===== config.mk =====
export PLATFORM = sky130hd
export DESIGN_NAME = s_aes_iter_core
export DESIGN_NICKNAME = d
export VERILOG_FILES = /design/src/rtl/s_aes_pkg.sv /design/src/rtl/s_aes_key_sched.sv /design/src/rtl/s_aes_iter_core.sv
export SDC_FILE = /design/constraint.sdc
export NUM_CORES = 1
export LEC_CHECK = 0
export ABC_CLOCK_PERIOD_IN_PS = 3800
export CORE_ASPECT_RATIO = 1.25
export CORE_MARGIN = 5
export CORE_UTILIZATION = 40
export CTS_CLUSTER_SIZE = 20
export DETAILED_ROUTE_END_ITERATION = 8
export PLACE_DENSITY = 0.67
export SLEW_MARGIN = 30
export SYNTH_ARGS = -nofsm -noshare
export SYNTH_HDL_FRONTEND = slang
export SYNTH_SLANG_ARGS = --single-unit

===== constraint.sdc =====
create_clock -name clk -period 3.8 [get_ports clk]
set_input_delay 0.95 -clock clk [delete_from_list [all_inputs] [get_ports clk]]
set_output_delay 0.95 -clock clk [all_outputs]
set_load 0.1 [all_outputs]

===== src/rtl/s_aes_pkg.sv =====
// Shared S-AES definitions: FSM states, nibble S-boxes, round constants
// and the GF(2^4) round helpers used by the key schedule and the core.
package s_aes_pkg;

    typedef enum logic [1:0] {
        IDLE = 2'd0,
        RND1 = 2'd1,
        RND2 = 2'd2
    } state_e;

    typedef struct packed {
        logic        mode;
        logic [15:0] data;
    } out_entry_t;

    localparam logic [7:0] RCON1 = 8'h80;
    localparam logic [7:0] RCON2 = 8'h30;

    localparam logic [3:0] SBOX [16] = '{
        4'h9, 4'h4, 4'hA, 4'hB, 4'hD, 4'h1, 4'h8, 4'h5,
        4'h6, 4'h2, 4'h0, 4'h3, 4'hC, 4'hE, 4'hF, 4'h7
    };

    localparam logic [3:0] INV_SBOX [16] = '{
        4'hA, 4'h5, 4'h9, 4'hB, 4'h1, 4'h7, 4'h8, 4'hF,
        4'h6, 4'h0, 4'h2, 4'h3, 4'hC, 4'h4, 4'hD, 4'hE
    };

    // Shift-and-add multiply, reducing by x^4+x+1 on every doubling.
    function automatic logic [3:0] gf_mul(input logic [3:0] a, input logic [3:0] b);
        logic [3:0] p;
        logic [3:0] x;
        p = '0;
        x = a;
        for (int i = 0; i < 4; i++) begin
            if (b[i]) p = p ^ x;
            x = {x[2:0], 1'b0} ^ (x[3] ? 4'h3 : 4'h0);
        end
        return p;
    endfunction

    function automatic logic [7:0] sub_nib8(input logic [7:0] w);
        return {SBOX[w[7:4]], SBOX[w[3:0]]};
    endfunction

    function automatic logic [7:0] rot_nib8(input logic [7:0] w);
        return {w[3:0], w[7:4]};
    endfunction

    function automatic logic [15:0] sub16(input logic [15:0] s);
        return {SBOX[s[15:12]], SBOX[s[11:8]], SBOX[s[7:4]], SBOX[s[3:0]]};
    endfunction

    function automatic logic [15:0] inv_sub16(input logic [15:0] s);
        return {INV_SBOX[s[15:12]], INV_SBOX[s[11:8]], INV_SBOX[s[7:4]], INV_SBOX[s[3:0]]};
    endfunction

    // Nibbles 2 and 4 form the bottom row; swapping them is its own inverse.
    function automatic logic [15:0] shift_row(input logic [15:0] s);
        return {s[15:12], s[3:0], s[7:4], s[11:8]};
    endfunction

    function automatic logic [15:0] mix_col(input logic [15:0] s);
        return {s[15:12] ^ gf_mul(4'h4, s[11:8]), gf_mul(4'h4, s[15:12]) ^ s[11:8],
                s[7:4]   ^ gf_mul(4'h4, s[3:0]),  gf_mul(4'h4, s[7:4])   ^ s[3:0]};
    endfunction

    function automatic logic [15:0] inv_mix_col(input logic [15:0] s);
        return {gf_mul(4'h9, s[15:12]) ^ gf_mul(4'h2, s[11:8]),
                gf_mul(4'h2, s[15:12]) ^ gf_mul(4'h9, s[11:8]),
                gf_mul(4'h9, s[7:4])   ^ gf_mul(4'h2, s[3:0]),
                gf_mul(4'h2, s[7:4])   ^ gf_mul(4'h9, s[3:0])};
    endfunction

endpackage


===== src/rtl/s_aes_key_sched.sv =====
// Combinational S-AES key expansion: 16-bit key -> three 16-bit round keys.
module s_aes_key_sched
    import s_aes_pkg::*;
(
    input  logic [15:0] key_i,
    output logic [15:0] k0_o,
    output logic [15:0] k1_o,
    output logic [15:0] k2_o
);

    logic [7:0] w0, w1, w2, w3, w4, w5;

    assign w0 = key_i[15:8];
    assign w1 = key_i[7:0];
    assign w2 = w0 ^ RCON1 ^ sub_nib8(rot_nib8(w1));
    assign w3 = w2 ^ w1;
    assign w4 = w2 ^ RCON2 ^ sub_nib8(rot_nib8(w3));
    assign w5 = w4 ^ w3;

    assign k0_o = {w0, w1};
    assign k1_o = {w2, w3};
    assign k2_o = {w4, w5};

endmodule


===== src/rtl/s_aes_iter_core.sv =====
// Iterative S-AES encrypt/decrypt core: one block per 3 cycles, result at the head of
// a small output FIFO; a full FIFO stalls the FSM in RND2 and drops in_ready.
module s_aes_iter_core
    import s_aes_pkg::*;
#(
    parameter int OUT_DEPTH = 2,
    parameter bit RST_FLUSH = 1'b1
) (
    input  logic        clk,
    input  logic        rst,
    input  logic        in_valid,
    output logic        in_ready,
    input  logic        in_mode,
    input  logic [15:0] in_data,
    input  logic [15:0] in_key,
    output logic        out_valid,
    input  logic        out_ready,
    output logic [15:0] out_data,
    output logic        out_mode,
    output logic        busy
);

    localparam int AW = $clog2(OUT_DEPTH);
    localparam int PW = AW + 1;

    state_e      state_q, state_d;
    logic        mode_q, mode_d;
    logic [15:0] st_q, st_d;
    logic [15:0] k0_q, k0_d, k1_q, k1_d, k2_q, k2_d;
    logic [15:0] k0_w, k1_w, k2_w;
    logic [15:0] result;
    logic [PW-1:0] wr_ptr_q, wr_ptr_d, rd_ptr_q, rd_ptr_d;
    out_entry_t  mem_q [OUT_DEPTH];
    logic        accept, in_rnd2, full, empty, pop, push_ok, push;

    s_aes_key_sched u_key_sched (
        .key_i (in_key),
        .k0_o  (k0_w),
        .k1_o  (k1_w),
        .k2_o  (k2_w)
    );

    always_ff @(posedge clk or posedge rst) begin
        if (rst) state_q <= IDLE;
        else     state_q <= state_d;
    end

    always_comb begin
        state_d = state_q;
        case (state_q)
            IDLE:    if (accept) state_d = RND1;
            RND1:    state_d = RND2;
            RND2:    if (push_ok) state_d = IDLE;
            default: state_d = IDLE;
        endcase
    end

    always_comb begin
        in_ready = (state_q == IDLE) && !rst;
        in_rnd2  = (state_q == RND2);
        busy     = (state_q != IDLE) || !empty;
    end

    assign accept  = in_valid && in_ready;
    assign empty   = (wr_ptr_q == rd_ptr_q);
    assign full    = (wr_ptr_q[AW] != rd_ptr_q[AW]) && (wr_ptr_q[AW-1:0] == rd_ptr_q[AW-1:0]);
    assign pop     = !empty && out_ready;
    assign push_ok = !full || pop;
    assign push    = in_rnd2 && push_ok;

    always_comb begin
        mode_d = mode_q;
        st_d   = st_q;
        k0_d   = k0_q;
        k1_d   = k1_q;
        k2_d   = k2_q;
        if (accept) begin
            mode_d = in_mode;
            k0_d   = k0_w;
            k1_d   = k1_w;
            k2_d   = k2_w;
            st_d   = in_data ^ (in_mode ? k0_w : k2_w);
        end else if (state_q == RND1) begin
            st_d = mode_q ? (mix_col(shift_row(sub16(st_q))) ^ k1_q)
                          : inv_mix_col(inv_sub16(shift_row(st_q)) ^ k1_q);
        end
    end

    // The final round is evaluated straight into the FIFO, so a stall just holds st_q.
    assign result = mode_q ? (shift_row(sub16(st_q)) ^ k2_q)
                           : (inv_sub16(shift_row(st_q)) ^ k0_q);

    always_ff @(posedge clk or posedge rst) begin
        if (rst) begin
            mode_q <= 1'b0;
            st_q   <= '0;
            k0_q   <= '0;
            k1_q   <= '0;
            k2_q   <= '0;
        end else begin
            mode_q <= mode_d;
            st_q   <= st_d;
            k0_q   <= k0_d;
            k1_q   <= k1_d;
            k2_q   <= k2_d;
        end
    end

    always_comb begin
        wr_ptr_d = wr_ptr_q;
        rd_ptr_d = rd_ptr_q;
        if (push) wr_ptr_d = wr_ptr_q + PW'(1);
        if (pop)  rd_ptr_d = rd_ptr_q + PW'(1);
    end

    always_ff @(posedge clk or posedge rst) begin
        if (rst) begin
            wr_ptr_q <= '0;
            rd_ptr_q <= '0;
        end else begin
            wr_ptr_q <= wr_ptr_d;
            rd_ptr_q <= rd_ptr_d;
        end
    end

    generate
        if (RST_FLUSH) begin : g_flush
            always_ff @(posedge clk or posedge rst) begin
                if (rst) begin
                    for (int i = 0; i < OUT_DEPTH; i++) mem_q[i] <= '0;
                end else if (push) begin
                    mem_q[wr_ptr_q[AW-1:0]] <= '{mode: mode_q, data: result};
                end
            end
        end else begin : g_noflush
            always_ff @(posedge clk) begin
                if (push) mem_q[wr_ptr_q[AW-1:0]] <= '{mode: mode_q, data: result};
            end
        end
    endgenerate

    // Outputs read 0 whenever the FIFO is empty, so unflushed storage never leaks out.
    assign out_valid = !empty;
    assign out_data  = empty ? 16'h0 : mem_q[rd_ptr_q[AW-1:0]].data;
    assign out_mode  = empty ? 1'b0  : mem_q[rd_ptr_q[AW-1:0]].mode;

endmodule


[Yosys cells after proc, flatten, opt, wreduce, memory -nomap -nowiden]
Memory sizes are Yosys's and may differ from the RTL's.
Cells that the tools add are included.
Storage, ports and cells
  output and inout port bits: 20
  flip-flop bits (word level): 105
  memories kept: 12
  ROM bits: 768
Memory list
  (name not given): depth 16, width 4, read ports 1, clocked after memory_dff 0, write ports 0, line s_aes_pkg.sv:43  | return {SBOX[w[7:4]], SBOX[w[3:0]]};
  (name not given): depth 16, width 4, read ports 1, clocked after memory_dff 0, write ports 0, line s_aes_pkg.sv:55  | return {INV_SBOX[s[15:12]], INV_SBOX[s[11:8]], INV_SBOX[s[7:4]], INV_SBOX[s[3:0]]};
  (name not given): depth 16, width 4, read ports 1, clocked after memory_dff 0, write ports 0, line s_aes_pkg.sv:55
  (name not given): depth 16, width 4, read ports 1, clocked after memory_dff 0, write ports 0, line s_aes_pkg.sv:55
  (name not given): depth 16, width 4, read ports 1, clocked after memory_dff 0, write ports 0, line s_aes_pkg.sv:55
  (name not given): depth 16, width 4, read ports 1, clocked after memory_dff 0, write ports 0, line s_aes_pkg.sv:51  | return {SBOX[s[15:12]], SBOX[s[11:8]], SBOX[s[7:4]], SBOX[s[3:0]]};
  6 more memories
Operators by class
  multiplexer cells: 184
  add/sub/neg operators: 2
  bitwise operators: 65
  magnitude comparators: 11
  eq/ne operators: 7
  reductions and logical operators: 15
Operators with widths (count)
  $mux 4: 132
  $mux 16: 6
  $xor 16x16->16: 5
  $mux 17: 4
  $mux 3: 16
  $ge 5x5->1 const B: 8
  $not 4->5: 8
  $mux 2: 18
  $bwmux 34: 1
  $xor 4x4->4: 8
  $xor 8x8->8: 4
  $not 2->2: 13
  $not 1->1: 25
  $demux 17 s1: 1
  $logic_and 1x1->1: 6
  $pmux 2 s3: 1
  $mux 1: 5
  $add 2x1->2 const B: 2
  $ge 2x2->1 const B: 2
  $not 1->2: 2
  $reduce_bool 2->1: 2
  $logic_not 1->1: 3
  $eq 2x1->1 const B: 1
  $eq 2x2->1: 1
  9 further kinds: 10

[Longest topological paths before layout]
  depth in word-level cells: 24
  mapped depth: 13
  gate-level depth less buffers: 13

[Cells and area by module]
Synthesis repeated with hierarchy kept, for this count alone.
Unflattened totals
  cells, all modules: 918
  area total of the unflattened synthesis: 8370.5 µm²
Modules (own cells, without submodules)
  s_aes_iter_core: area an instance 7156.9 µm², seq. area each 2627.5 µm², cells an instance 770, instances 1
  s_aes_key_sched: area an instance 1213.7 µm², seq. area each 0.0 µm², cells an instance 148, instances 1

[Worst setup path after synthesis]
No wires, ideal clock.
  path kind: input to output
  from: in rst
  to: out in_ready
  arrival: 2977 ps
  path buffers: 0
  setup slack: -127 ps
  stages: 1
  cell sequence: nor3_1
Between the ends
  longest elaborated chain between the ends: 2
Ends and longest elaborated chain
  start: declaration: line s_aes_iter_core.sv:10  | input logic rst,
  $logic_not 1->1 (no line)
  $logic_and 1x1->1: line s_aes_iter_core.sv:59  | in_ready = (state_q == IDLE) && !rst;
  end: declaration: line s_aes_iter_core.sv:12  | output logic in_ready,
No other way between the ends.

[Final worst setup path]
  from: in in_key[4]
  to: reg st_q[12]
Between the ends
  longest elaborated chain between the ends: 14
Ends and longest elaborated chain
  start: declaration: line s_aes_iter_core.sv:15  | input logic [15:0] in_key,
  $not 4->5 (not written as such): line s_aes_pkg.sv:43
  $mem_v2 16x4
  $mux 4 (not written as such) (2 in a row): line s_aes_pkg.sv:43
  $xor 8x8->8: line s_aes_key_sched.sv:15  | assign w2 = w0 ^ RCON1 ^ sub_nib8(rot_nib8(w1));
  $xor 8x8->8: line s_aes_key_sched.sv:16  | assign w3 = w2 ^ w1;
  $not 4->5 (not written as such): line s_aes_pkg.sv:43
  $mem_v2 16x4
  $mux 4 (not written as such) (2 in a row): line s_aes_pkg.sv:43
  $xor 8x8->8: line s_aes_key_sched.sv:17  | assign w4 = w2 ^ RCON2 ^ sub_nib8(rot_nib8(w3));
  $mux 16: line s_aes_iter_core.sv:82  | st_d = in_data ^ (in_mode ? k0_w : k2_w);
  $xor 16x16->16: line s_aes_iter_core.sv:82
  $mux 16: line s_aes_iter_core.sv:77  | if (accept) begin
  end signal: assignment: line s_aes_iter_core.sv:102  | st_q <= st_d;
  end: declaration: line s_aes_iter_core.sv:28  | logic [15:0] st_q, st_d;
No other way between the ends. The select of a mux whose other input is x is not followed.
A chain may end at the register's enable or synchronous reset.

==> flow_summary_export.csv <==
group,metric,value,unit
synth,synth_ff_type,"dfrtp_1",
clock_network,cts_sinks,105,
timing,fin_skew,0.00932,ns
synth,ys_ff_latch,105,
grt,grt_usage,19.3,%
clock_network,clock_path_buffers,2,
synth,yosysTopAreaCell,"dfrtp_1",
clock_network,hold_buffers,0,
synth,synth_edf_count,0,
grt,grt-ovfl-total,0,
clock_network,ctsHtreeMaxLevel,3,
synth,synthTopCellsByCount,"nand2_1 (128), dfrtp_1 (105), xnor2_1 (79)",
synth,synthArstFlopShare,100,%
timing,worst_slew_pin_slew,0.716,ns
clock_network,cts_tree,"yes",
timing,setup_tns,0,ns
clock_network,root_buffer,"clkbuf_16",
floorplan,die_x,139,µm
drt,vias_per_cell,5.34,
floorplan,dieArea,23900,µm²
hold_path,whs_path_depth,2,
synth,syn_inst,896,
timing,hold_viol,0,
cells_and_area,nets,1054,
cells_and_area,diodes,0,
timing,fmax,0.282,GHz
floorplan,core,20700,µm²
worst_setup_path,cp_max_fo,5,
worst_setup_path,worstPathArrival,3.76,ns
clock_network,cts.clk_slew.worst_paths,0.07,ns
synth,ys_warn_count,0,
hold_path,hold_class,"reg2reg",
drt,wl_per_cell,18.2,µm
drt,route.detailed.drc,0,
synth,ys_seq_area_share,31.4,%
worst_setup_path,worst-setup-path-type,"in2reg",
worst_setup_path,slowest_stage,"clkdlybuf4s50_1",
cells_and_area,area_growth,19.8,%
worst_setup_path,start_kind,"input port",
clock_network,clk_latency,0.35,ns
worst_setup_path,crit_chain,"clkdlybuf4s50_1, inv_1, ha_1, inv_1, mux4_2, xor2_2, inv_1, ha_1, o311ai_0, o311ai_2, and3_1, o21ai_1, a22oi_1",
grt,grt_pass1_vias,6564,
timing,period_minus_slack,3.55,ns
clock_network,cts_made_buffers,9,
timing,slew_headroom,52.3,%
floorplan,die_h,172,µm
grt,grt_pass1_wl,36500,µm
synth,synth.most_common_cell,"nand2_1",
floorplan,initial_core_util,40.3,%
grt,antenna_found_initial,0,
worst_setup_path,crit_top_cell,"inv_1",
flow_run,cap_violations,0,
worst_setup_path,ff2ff_path_depth,9,
drt,wl,22800,µm
synth,synth_area,8370,µm²
floorplan,io_pins,57,
placed_design,portBuffers,56,
drt,vias,6707,
synth,synthDistinctLibCells,80,
run_status,status,"finished clean",
drt,firstDrtPassIters,7,
worst_setup_path,end_kind,"flip-flop",
timing,period_share,93.4,%
placed_design,dp_hpwl,18100,µm
timing,finalSetupViolCount,0,
drt,drtAntennaViolNets,0,
synth,syn_avg_cell_area,9.34,µm²
synth,synth_nets,971,
grt,grt_max_degree,54,
timing,rsz0062_at_grt,"false",
worst_setup_path,slowest_delay,0.50,ns
drt,drtIter0Drc,486,
cells_and_area,drive_gt1_share,16.2,%
floorplan,num_rows,59,
timing,slew_viol_final,0,
synth,synthTopCellsByArea,"dfrtp_1 (31%), xnor2_1 (8.3%), xor2_1 (6.0%), nand2_1 (5.7%), ha_1 (5.7%)",
synth,synth_top_area_share,31.4,%
worst_setup_path,worstPathRequired,4.01,ns
placed_design,gp_congestion,0.934,
## stage by stage
stage,area (µm²),hold slack [ns],std cells,setup WS [ns],utilization (%)
after floorplan,8370,0.449,896,0.0895,-
after global routing,10000,0.504,1256,0.0174,48.3
after CTS,10000,0.484,1256,0.235,48.3
after detailed placement,9750,0.469,1242,-0.124,47.0
final,10000,0.478,1256,0.252,48.3
after global placement,9750,0.459,1242,-0.0235,47.0
## cell type report
cell class,count,area [µm²]
Sequential cell,105,2630
Clock inverter,2,15.0
Timing Repair Buffer,118,1230
Tap cell,274,343
Multi-Input combinational cell,702,5390
Clock buffer,12,256
Inverter,43,166
Fill cell,1969,10700
## routing by layer
layer | up-vias | wire length (µm) | global-route usage (%)
met2 | 215 | 11100 | 33.6
met4 | 0 | 395 | 5.57
met5 | - | 0 | 0
met3 | 24 | 1220 | 2.00
met1 | 3227 | 10100 | 25.7
li1 | 3241 | - | -
## kinds of logic after synthesis
kind of cell,count (synthesis),share of synthesized area (%)
buffers and inverters,89,4.34
muxes,68,10.0
xor gates and xnor gates,158,20.1
adders and majority gates,38,5.68
AOI/OAI and AO/OA,185,14.9
and+or+nand+nor,253,13.6
DFF,105,31.4
## critical path, delay by kind of cell
family	cells	cell delay, ns
compound gates	4	0.59
xor+xnor	1	0.18
fa+ha+maj	2	0.62
buf+inv	4	0.73
mux	1	0.49
simple gates	1	0.21
## what timing repair did
| action | 4_1_cts | 5_1_grt |
|---|---|---|
| gates resized for setup | 0 | 1 |
| endpoints found under the setup margin | 0 | 2 |
| setup buffers | 0 | 0 |
## placed cells by master, fill, tap and decap left out, drive strengths merged, types with 6 or more instances in the layout
cell type | netlist | layout
nand2 | 128 | 128
dfrtp | 105 | 105
buf | 16 | 82
xnor2 | 81 | 81
o21ai | 80 | 80
xor2 | 59 | 59
nor2 | 55 | 55
inv | 42 | 42
ha | 38 | 38
clkdlybuf4s50 | 0 | 36
mux2i | 35 | 35
mux2 | 23 | 23
a21oi | 22 | 22
xnor3 | 16 | 16
o22ai | 12 | 12
clkbuf | 30 | 12
nand3 | 11 | 11
nor3 | 11 | 11
mux4 | 10 | 10
and2 | 9 | 9
nand2b | 8 | 8
o211ai | 8 | 8
a211oi | 7 | 7
a21o | 7 | 7
a31oi | 6 | 6
## registers in the layout (all words and copies together), names as in the netlist
register / flops
state_q: 2
mode_q: 1
rd_ptr_q: 2
st_q: 16
wr_ptr_q: 2
mem_q: 34
k0_q: 16
k2_q: 16
k1_q: 16
## final timing paths
kind	slack (ns)	to	start
min in group asynchronous	1.16	rd_ptr_q[0]	rst
max	0.25	st_q[12]	in_key[4]
max in group asynchronous	1.98	k2_q[6]	rst
max reg2reg	0.90	st_q[12]	st_q[0]
min	0.48	mem_q[5]	mem_q[5]
min reg2reg	0.48	mem_q[5]	mem_q[5]
Power is left out: the tool's default activity adds up to more than one toggle a clock period on the data nets, which glitch-free logic cannot reach.
